### config.mk
export PLATFORM = sky130hd
export DESIGN_NAME = fft_frame_scheduler
export DESIGN_NICKNAME = d
export VERILOG_FILES = /design/src/rtl/fft_frame_scheduler.sv
export SDC_FILE = /design/constraint.sdc
export NUM_CORES = 1
export LEC_CHECK = 0
export BUFFER_PORTS_ARGS = -buffer_cell sky130_fd_sc_hd__buf_2
export CORE_MARGIN = 8
export CORE_UTILIZATION = 24
export CTS_CLUSTER_DIAMETER = 120
export CTS_CLUSTER_SIZE = 30
export DETAILED_ROUTE_END_ITERATION = 8
export HOLD_SLACK_MARGIN = 0.1
export PLACE_DENSITY = 0.41
export RECOVER_POWER = 25
export SLEW_MARGIN = 20
export SYNTH_ARGS = -nofsm -noshare
export SYNTH_HDL_FRONTEND = slang
export SYNTH_SLANG_ARGS = --single-unit
export TNS_END_PERCENT = 1
### constraint.sdc
create_clock -name clk -period 5.8 [get_ports clk]
set_clock_uncertainty 0.2 [all_clocks]
set_input_delay 0.87 -clock clk [delete_from_list [all_inputs] [get_ports clk]]
set_output_delay 0.87 -clock clk [all_outputs]
set_load 0.02 [all_outputs]
### src/rtl/fft_frame_scheduler.sv
// Frame launch scheduler above the FFT core: queues frame requests, issues fft_go
// pulses, watchdogs fft_busy and keeps frame statistics (latency stats under FFT_SCHED_STATS_EN).
module fft_frame_scheduler #(
  parameter int FFT_SIZE      = 4096,
  parameter int PEND_DEPTH    = 2,
  parameter int START_TIMEOUT = 16,
  parameter int RUN_TIMEOUT   = 8 * FFT_SIZE * $clog2(FFT_SIZE),
  parameter int CNT_WIDTH     = 16
) (
  input  logic                 clk,
  input  logic                 reset,
  input  logic                 sched_en,
  input  logic                 frame_req,
  output logic                 frame_ack,
  output logic                 fft_go,
  input  logic                 fft_busy,
  output logic                 frame_done,
  output logic                 sched_busy,
  output logic [1:0]           pending,
  output logic [CNT_WIDTH-1:0] frame_count,
  output logic [CNT_WIDTH-1:0] drop_count,
  output logic                 timeout_err,
  input  logic                 err_clear,
  output logic [CNT_WIDTH-1:0] last_latency,
  output logic [CNT_WIDTH-1:0] max_latency
);

  typedef enum logic [2:0] {
    S_IDLE, S_LAUNCH, S_ARM, S_RUN, S_DONE, S_ERROR
  } state_e;

  localparam int             WD_MAX    = (RUN_TIMEOUT > START_TIMEOUT) ? RUN_TIMEOUT : START_TIMEOUT;
  localparam int             WD_W      = $clog2(WD_MAX + 1);
  localparam logic [WD_W-1:0] START_LIM = WD_W'(START_TIMEOUT - 1);
  localparam logic [WD_W-1:0] RUN_LIM   = WD_W'(RUN_TIMEOUT - 1);
  localparam logic [1:0]      DEPTH     = 2'(PEND_DEPTH);

  state_e                 state_q, state_d;
  logic [1:0]             pending_q, pending_d;
  logic [WD_W-1:0]        wd_q, wd_d;
  logic [CNT_WIDTH-1:0]   frame_count_q, frame_count_d;
  logic [CNT_WIDTH-1:0]   drop_count_q, drop_count_d;
  logic                   timeout_err_q, timeout_err_d;
  logic                   accept;

  assign fft_go      = (state_q == S_LAUNCH);
  assign frame_done  = (state_q == S_DONE);
  assign sched_busy  = (state_q != S_IDLE);
  assign pending     = pending_q;
  assign frame_count = frame_count_q;
  assign drop_count  = drop_count_q;
  assign timeout_err = timeout_err_q;

  // A launch frees a slot in the same cycle, so a full queue still accepts then.
  assign accept    = frame_req && (state_q != S_ERROR) && ((pending_q < DEPTH) || fft_go);
  assign frame_ack = accept;

  // NOTE: every variable gets a default at the top of always_comb so no path
  // leaves it unassigned, which would otherwise infer a latch.
  always_comb begin
    state_d       = state_q;
    wd_d          = wd_q;
    frame_count_d = frame_count_q;
    drop_count_d  = drop_count_q;

    unique case (state_q)
      S_IDLE:   if (sched_en && (pending_q != 2'd0) && !fft_busy) state_d = S_LAUNCH;
      S_LAUNCH: begin
        state_d = S_ARM;
        wd_d    = WD_W'(1);
      end
      S_ARM: begin
        if (fft_busy) begin
          state_d = S_RUN;
          wd_d    = '0;
        end else if (wd_q == START_LIM) begin
          state_d = S_ERROR;
        end else begin
          wd_d = wd_q + 1'b1;
        end
      end
      S_RUN: begin
        if (!fft_busy)            state_d = S_DONE;
        else if (wd_q == RUN_LIM) state_d = S_ERROR;
        else                      wd_d    = wd_q + 1'b1;
      end
      S_DONE: begin
        state_d       = S_IDLE;
        frame_count_d = frame_count_q + 1'b1;
      end
      S_ERROR:  if (err_clear) state_d = S_IDLE;
      default:  state_d = S_IDLE;
    endcase

    if (frame_req && !accept && (drop_count_q != '1)) drop_count_d = drop_count_q + 1'b1;

    // Queue is flushed on the way into ERROR and held empty while there.
    if (state_d == S_ERROR) pending_d = 2'd0;
    else                    pending_d = pending_q + {1'b0, accept} - {1'b0, fft_go};

    timeout_err_d = (state_d == S_ERROR);
  end

  // NOTE: sequential state uses non-blocking assignments only; blocking here
  // would make results depend on process evaluation order.
  always_ff @(posedge clk) begin
    if (reset) begin
      state_q       <= S_IDLE;
      pending_q     <= 2'd0;
      wd_q          <= '0;
      frame_count_q <= '0;
      drop_count_q  <= '0;
      timeout_err_q <= 1'b0;
    end else begin
      state_q       <= state_d;
      pending_q     <= pending_d;
      wd_q          <= wd_d;
      frame_count_q <= frame_count_d;
      drop_count_q  <= drop_count_d;
      timeout_err_q <= timeout_err_d;
    end
  end

`ifdef FFT_SCHED_STATS_EN
  logic [CNT_WIDTH-1:0] lat_q, lat_d;
  logic [CNT_WIDTH-1:0] last_q, last_d;
  logic [CNT_WIDTH-1:0] max_q, max_d;

  // Latency counts from the launch cycle and saturates rather than wrapping.
  always_comb begin
    lat_d  = lat_q;
    last_d = last_q;
    max_d  = max_q;
    if (state_q == S_LAUNCH) begin
      lat_d = '0;
    end else if ((state_q == S_ARM) || (state_q == S_RUN)) begin
      if (lat_q != '1) lat_d = lat_q + 1'b1;
    end
    if (state_q == S_DONE) begin
      last_d = lat_q;
      if (lat_q > max_q) max_d = lat_q;
    end
    if (err_clear) max_d = '0;
  end

  always_ff @(posedge clk) begin
    if (reset) begin
      lat_q  <= '0;
      last_q <= '0;
      max_q  <= '0;
    end else begin
      lat_q  <= lat_d;
      last_q <= last_d;
      max_q  <= max_d;
    end
  end

  assign last_latency = last_q;
  assign max_latency  = max_q;
`else
  assign last_latency = '0;
  assign max_latency  = '0;
`endif

endmodule
==> run metrics, run 1 <==
hold crit path type flip-flop to flip-flop; post-synth top area share 36.18%; sw frac 28.32%; WHS 0.2874 ns; adder-cell share of the synthesized area 1.983%; Area Overhead vs Synth 16.10%; Pint 761.3 µW; Mapped Cells 383; # DRC 0; Post-synth top flop dfxtp_1; VDD IR-drop max 0.0001181 V; Post-CTS Setup Inserts 0; DR iter-0 viols 114; final slew viol count 44; Netlist cell types 52; Gate power share 14.2%; synth top area cells dfxtp_1 (36%), buf_4 (7.6%), a21oi_1 (4.4%); clock root buffer clkbuf_16; YS warnings 0; leakage 0.001326 µW; R2R setup slack 3.28 ns; Post-Route Setup TNS 0 ns; CP cell instances nand2b_1 > mux2_2 > nor2_1 > buf_2; max incr delay on CP 0.56 ns; clock buffer depth 2; fin area 3662 µm²; failing checks max-capacitance violations, max-slew violations; syn_area_per_cell 8.236 µm²; Fmax 335.3 MHz; RePlAce Congestion 0.7343; hold buffers post-CTS 0; Finished Core Util 28.10%; Antenna Nets Post-Route 0; Reg power frac 40.1%; Die Ht 130.6 µm; Ports 77; via count 2778; Synth top cells by count dfxtp_1 (57), buf_4 (32), nor2_1 (31), a21oi_1 (28), nand2_1 (22); unrepaired setup endpoints after global routing false; vias in the first global route 2639; Post-synth ARST share 0%; endpoints failing hold 0; Post-layout nets 433; post-synthesis register bit count 57; largest family of logic cells by synthesized area simple AND/OR/NAND/NOR gates; Post-synth EDFFs 0; area leader, netlist dfxtp_1; mux share of post-synthesis cell area 2.023%; share of post-route cells with drive strength above 1 11.94%; Seq/Total Area, Yosys 36.18%; FP Rows 42; CP Max Fanout 12; first-pass GRT wire length 12.97 mm; H-tree levels 3; initial antenna violation count 0; setup violators final 0; TritonCTS buffer count 9; Min Clock Period, post-route 2.982 ns; post-DP HPWL 5.747 mm; post-synthesis compound-gate area fraction 13.65%; DIE WIDTH 130.6 µm; CTS clk-pin slew, worst paths 0.05 ns; TritonCTS clock tree built; Clk Latency, worst-skew pair 0.32 ns; largest net degree at the start of global routing 44; Post-Synth Simple-Gate Area 29.23%; xor/xnor cell area share of the yosys netlist 5.831%; post-CTS sizing 0; Slew headroom -29.90%; required time of the critical path 4.73 ns; n_diodes 0; Syn Std Cell Area 3154 µm²; Inst Count DP 587; CP Capture Type primary output; input/output buffers 44; Post-Route WL 7.881 mm; most common cell in the netlist dfxtp_1; WP data arrival 1.91 ns; initial core utilization 24.20%; Pwr Density 290.0 nW/µm²; clock sink count 57; Crit-path slowest cell dfxtp_1; total grt overflow 0; Crit Path Class flip-flop to primary output; Detailed Routing Iterations Pass 1 4; Final period util 51.42%; outcome finished, violations left; core footprint 13030 µm²; WL/cell 13.07 µm; clock share of power 45.7%; final std cells w/o fill 603; Worst-Margin Slew 1.948 ns; GRT Total Usage 9.479%; sw power 300.7 µW; Startpoint Class flip-flop; Die ar. 17070 µm²; Max Cap Viol 1; Via-to-Cell Ratio 4.607; placement-stage cell area 3406 µm²
worst max-delay path, delay by kind of cell, from the launching register on:
kind                   cells  cell delay (ns)
DFF                        1             0.56
and+or+nand+nor            2             0.43
muxes                      1             0.41
buffers and inverters      1             0.19
power by group through the flow:
stage	clock network [µW]	registers (µW)	logic, µW
3_5_place_dp	0	433	153
3_3_place_gp	0	434	154
2_1_floorplan	0	436	125
4_1_cts	502	426	154
6_report	486	426	151
5_1_grt	518	429	169
registers in the layout, indices dropped and copies added, names as in the netlist:
register,flops
pending,2
wd_q,19
state_q,3
frame_count,16
drop_count,16
timeout_err,1
per-layer routing:
metal  vias to the layer above  routed length [µm]  part of all wire (%)  track usage, %
li1                       1406                   -                     -               -
met1                      1302                3662                    46           11.35
met2                        61                3600                    46           14.97
met3                         9                 526                   6.7           4.099
met4                         0                  92                   1.2           3.038
met5                         -                   0                     0               0
layout by cell type, fill, tap and decap left out, types with 3 or more instances in the layout:
cell       synthesis  layout
clkbuf_16          0       9
ha_1               5       5
mux2i_1            3       3
or3_1             13      13
conb_1             1      32
clkbuf_1          13      21
o31ai_1           11      11
a21oi_1           28      28
nand4_1            8       8
xor2_1             5       5
nand2_1           22      22
nand2b_1           3       3
o21ai_0           15      15
inv_1             11      11
clkinv_2           0       3
dfxtp_1           57      57
nand3_1           18      18
nor3_1            10       9
and2_1             3       3
and4_1             3       3
nor4_1            10      10
xnor2_1           16      16
nor2_1            31      31
and3_1            12      12
mux2_2             3       3
or4_1             11      11
nand3b_1           3       3
buf_2              1      25
nor2b_1            6       6
kinds of logic (layout without fill, tap and decap cells):
logic type                 Yosys count  in the layout
buffers and inverters               58             71
AOI/OAI and AO/OA                   71             71
other                                1             32
DFF                                 57             57
muxes                                6              6
and+or+nand+nor                    164            164
xor gates and xnor gates            21             21
adders and majority gates            5              5
final timing paths:
check / from / endpoint / depth (start not counted)
setup / recovery: state_q[1]$_SDFF_PP0_ / frame_ack / 4
hold / removal: drop_count[15]$_SDFFE_PP0P_ / drop_count[15]$_SDFFE_PP0P_ / 2
setup reg to reg: state_q[2]$_SDFF_PP0_ / wd_q[3]$_SDFFE_PP0P_ / 5
hold reg to reg: drop_count[15]$_SDFFE_PP0P_ / drop_count[15]$_SDFFE_PP0P_ / 2
metrics by stage:
stage | total power (µW) | setup WS [ns]
finish | 1062 | 2.818
global route | 1116 | 2.639
CTS | 1082 | 2.792
detailed placement | 586.8 | 2.972
global placement | 588.4 | 3.041
floorplan | 560.6 | 3.475
layout make-up:
class                   count  area (µm²)
multi-input cells         299        1788
clock buffers              13       260.3
repair buffers             44       196.4
flip-flops and latches     57        1141
fillers                  1476        9370
well taps                 176       220.2
inverters                  11       41.29
clock inverters             3       15.01
(Power assumes the default switching activity.)
==> inputs of run 2 (changes only) <==
==> constraint.sdc (replaced) <==
create_clock -name clk -period 3.05 [get_ports clk]
set_clock_uncertainty 0.2 [all_clocks]
set_input_delay 0.4575 -clock clk [delete_from_list [all_inputs] [get_ports clk]]
set_output_delay 0.4575 -clock clk [all_outputs]
set_load 0.02 [all_outputs]
==> run metrics, run 2 (synthesized netlist as in run 1, its figures left out) <==
Post-Route Setup TNS 0 ns; Worst Path Buf+Inv 1; VDD IR-drop max 0.0003492 V; # DRC 0; Via-to-Cell Ratio 4.564; cell family with the largest share of critical-path delay flip-flops; via count 2761; initial antenna violation count 0; most frequent cells in the layout dfxtp_1 (57), conb_1 (32), nor2_1 (31); input/output buffers 44; Post-Route WL 7.990 mm; leakage 0.001319 µW; GRT Total Usage 9.741%; CP Max Fanout 12; n_diodes 0; post-DP HPWL 5.740 mm; WL/cell 13.21 µm; Largest Register wd_q; core footprint 13030 µm²; Ports 77; Area Overhead vs Synth 16.78%; Startpoint Class flip-flop; Slew headroom 45.55%; clock root buffer clkbuf_16; Die Ht 130.6 µm; Final period util 86.07%; clock sink count 57; Die ar. 17070 µm²; CP Capture Type primary output; clock buffer depth 2; Tot Pwr 2091 µW; Min Clock Period, post-route 2.625 ns; Max Cap Viol 0; Crit Path Class flip-flop to primary output; Critical path origin state_q[1]$_SDFF_PP0_; Pwr Density 567.7 nW/µm²; FP Rows 42; WP data arrival 1.97 ns; initial core utilization 24.20%; post-CTS sizing 0; share of post-route cells with drive strength above 1 11.42%; leading cell type in the layout, fill and taps excluded dfxtp_1; hold crit path type flip-flop to flip-flop; Hold Crit Start wd_q[3]$_SDFFE_PP0P_; setup violators final 0; fin area 3684 µm²; Post-layout nets 435; CP cell instances nand2b_1 > mux2_2 > nor2_1 > buf_2; TritonCTS buffer count 9; placement-stage cell area 3421 µm²; Register Area 1141 µm²; Detailed Routing Iterations Pass 1 4; CTS clk-pin slew, worst paths 0.05 ns; first-pass GRT wire length 13.11 mm; Crit-path slowest cell dfxtp_1; final slew viol count 0; outcome finished clean; launch point of the worst reg-to-reg path state_q[2]$_SDFF_PP0_; vias in the first global route 2655; hold buffers post-CTS 0; H-tree levels 3; DR iter-0 viols 110; Post-CTS Setup Inserts 0; Worst-Margin Slew 0.8168 ns; endpoints failing hold 0; Fmax 380.9 MHz; area taken by multi-input logic gates 1778 µm²; largest net degree at the start of global routing 44; max reg flops 19; unrepaired setup endpoints after global routing false; # fillers 1488; Clk Latency, worst-skew pair 0.33 ns; required time of the critical path 2.39 ns; total grt overflow 0; RePlAce Congestion 0.7590; DIE WIDTH 130.6 µm; TritonCTS clock tree built; Antenna Nets Post-Route 0; max incr delay on CP 0.58 ns
run 2: cell types whose count changed in the layout (fill, tap and decap cells not counted), sizes merged:
cell and delta:
clkinvlp +1, bufinv +1, buf -2, clkbuf +1, clkinv +1
run 2: worst reg2reg max path, cell delays in order (launching register included):
cell,delay (ns)
dfxtp_1,0.64
and4b_1,0.30
and4_4,0.23
a211o_1,0.42
or4_1,0.52
a21oi_1,0.14
run 2: worst paths after layout:
| path | end | slack (ns) | cells after the start |
|---|---|---|---|
| hold reg to reg | wd_q[3]$_SDFFE_PP0P_ | 0.29 | 2 |
| hold / removal | wd_q[3]$_SDFFE_PP0P_ | 0.29 | 2 |
| setup / recovery | frame_ack | 0.42 | 4 |
| setup reg to reg | wd_q[3]$_SDFFE_PP0P_ | 0.54 | 5 |
run 2: metal layers:
layer / GRT usage (%) / part of all wire [%] / wire [µm]
met1: 12.07 / 46 / 3694
met2: 14.85 / 45 / 3628
met4: 3.984 / 1.7 / 138
met3: 3.734 / 6.6 / 528
met5: 0 / 0 / 0
run 2: metrics by stage:
stage	util [%]	cells	setup WS [ns]	hold slack [ns]
finish	28.26	605	0.4248	0.2916
global placement	26.25	589	0.5905	0.2766
detailed placement	26.25	589	0.5509	0.2819
CTS	28.52	605	0.4045	0.2983
global route	28.26	605	0.3165	0.3309
floorplan	-	414	0.8821	0.2560
run 2: layout make-up:
cell class	instances	area share (%)
multi-input combinational	299	48.27
timing repair buffer	46	5.605
sequential	57	30.98
tap	176	5.978
inverter	11	1.121
clock buffer	10	6.488
clock inverter	6	1.563
run 2: power by group:
group	internal, µW	total, µW	leakage, µW	switching (µW)
clock	647	997	0.000148	350
sequential	770	811	0.000460	41.2
combinational	87.7	283	0.000712	196
total	1500	2090	0.00132	587
==> inputs of run 3 (changes only) <==
--- a/config.mk
+++ b/config.mk
@@ -7,12 +7,12 @@
 export LEC_CHECK = 0
 export BUFFER_PORTS_ARGS = -buffer_cell sky130_fd_sc_hd__buf_2
 export CORE_MARGIN = 8
-export CORE_UTILIZATION = 24
+export CORE_UTILIZATION = 50
 export CTS_CLUSTER_DIAMETER = 120
 export CTS_CLUSTER_SIZE = 30
 export DETAILED_ROUTE_END_ITERATION = 8
 export HOLD_SLACK_MARGIN = 0.1
-export PLACE_DENSITY = 0.41
+export PLACE_DENSITY = 0.74
 export RECOVER_POWER = 25
 export SLEW_MARGIN = 20
 export SYNTH_ARGS = -nofsm -noshare
==> constraint.sdc (replaced) <==
create_clock -name clk -period 2.5 [get_ports clk]
set_clock_uncertainty 0.2 [all_clocks]
set_input_delay 0.375 -clock clk [delete_from_list [all_inputs] [get_ports clk]]
set_output_delay 0.375 -clock clk [all_outputs]
set_load 0.02 [all_outputs]
==> run metrics, run 3 (synthesized netlist as in run 1, its figures left out) <==
clock buffer depth 2; initial core utilization 50.54%; Min Clock Period, post-route 2.339 ns; max incr delay on CP 0.42 ns; WL/cell 13.82 µm; R2R setup slack 0.20 ns; share of post-route cells with drive strength above 1 11.81%; Post-layout nets 439; leading cell type in the layout, fill and taps excluded dfxtp_1; outcome finished clean; Ports 77; Fmax 427.6 MHz; Worst-Margin Slew 0.7645 ns; DR iter-0 viols 173; RePlAce Congestion 0.8896; CP Max Fanout 5; WP data arrival 1.76 ns; core footprint 6241 µm²; TritonCTS buffer count 9; n_diodes 0; Post-CTS Setup Inserts 0; via count 2804; Final period util 93.55%; final slew viol count 0; clock sink count 57; Antenna Nets Post-Route 0; largest net degree at the start of global routing 44; Via-to-Cell Ratio 5.509; max reg flops 19; GRT Total Usage 16.06%; H-tree levels 3; Slew headroom 49.04%; first-pass GRT wire length 11.80 mm; VDD IR-drop max 0.0005363 V; Max Cap Viol 0; Largest Register wd_q; Finished Core Util 55.95%; initial antenna violation count 0; Crit Path Class flip-flop to primary output; input/output buffers 44; Post-Route WL 7.035 mm; Clk Latency, worst-skew pair 0.34 ns; CP cell instances nand2b_1 > mux2_2 > nor2_1 > buf_2; Pwr Density 633.2 nW/µm²; # DRC 0; vias in the first global route 2642; required time of the critical path 1.92 ns; Detailed Routing Iterations Pass 1 4; post-DP HPWL 5.114 mm; endpoints failing hold 0; most frequent cells in the layout dfxtp_1 (57), conb_1 (32), nor2_1 (31); final std cells w/o fill 509; clock root buffer clkbuf_8; hold buffers post-CTS 0; FP Rows 29; post-CTS sizing 0; Area Overhead vs Synth 10.71%; Die ar. 9106 µm²; leakage 0.001294 µW; Post-Route Setup TNS 0 ns; Inst Count DP 494; Startpoint Class flip-flop; unrepaired setup endpoints after global routing false; setup violators final 0; Crit-path slowest cell dfxtp_1; TritonCTS clock tree built; hold crit path type input pin to flip-flop; CTS clk-pin slew, worst paths 0.07 ns; Die Ht 95.43 µm; total grt overflow 0; CP Capture Type primary output; DIE WIDTH 95.43 µm
## run 3: cell type report
class | instances | area (µm²)
flip-flops and latches | 57 | 1141
clock inverters | 3 | 40.04
inverters | 11 | 41.29
repair buffers | 50 | 235.2
well taps | 77 | 96.34
fillers | 625 | 2749
clock buffers | 12 | 155.1
multi-input cells | 299 | 1783
## run 3: report_power, final
part | switching (µW) | internal [µW] | leakage, µW | total (µW)
combinational | 250 | 118 | 0.000732 | 369
sequential | 36.3 | 938 | 0.000460 | 974
clock | 362 | 506 | 0.000102 | 868
## run 3: worst paths after layout
kind,from,end,depth (start not counted)
hold reg to reg,drop_count[15]$_SDFFE_PP0P_,drop_count[15]$_SDFFE_PP0P_,2
setup / recovery,state_q[1]$_SDFF_PP0_,frame_ack,4
hold / removal,frame_req,drop_count[2]$_SDFFE_PP0P_,4
setup reg to reg,wd_q[0]$_SDFFE_PP0P_,wd_q[3]$_SDFFE_PP0P_,6
## run 3: critical path: cells and delay by family (launching register included)
kind                   cells  cell delay [ns]
DFF                        1             0.42
and+or+nand+nor            2             0.41
muxes                      1             0.40
buffers and inverters      1             0.20
## run 3: layer usage
metal	part of all wire, %	track usage [%]	vias up
met5	0	0	-
met4	1.1	6.530	0
met3	6.4	5.591	8
met2	48	25.78	61
met1	45	19.21	1318
li1	-	-	1417
## run 3: per-stage QoR
stage          setup slack (ns)  cell area [µm²]  power, µW  hold slack [ns]
3_5_place_dp             0.2074             3327       1362           0.2856
6_report                 0.1613             3492       2211           0.2927
2_1_floorplan            0.3321             3271       1301           0.2560
5_1_grt                 0.01953             3492       2307           0.3033
4_1_cts                  0.1671             3522       2227           0.2789
3_3_place_gp             0.2588             3327       1354           0.2681
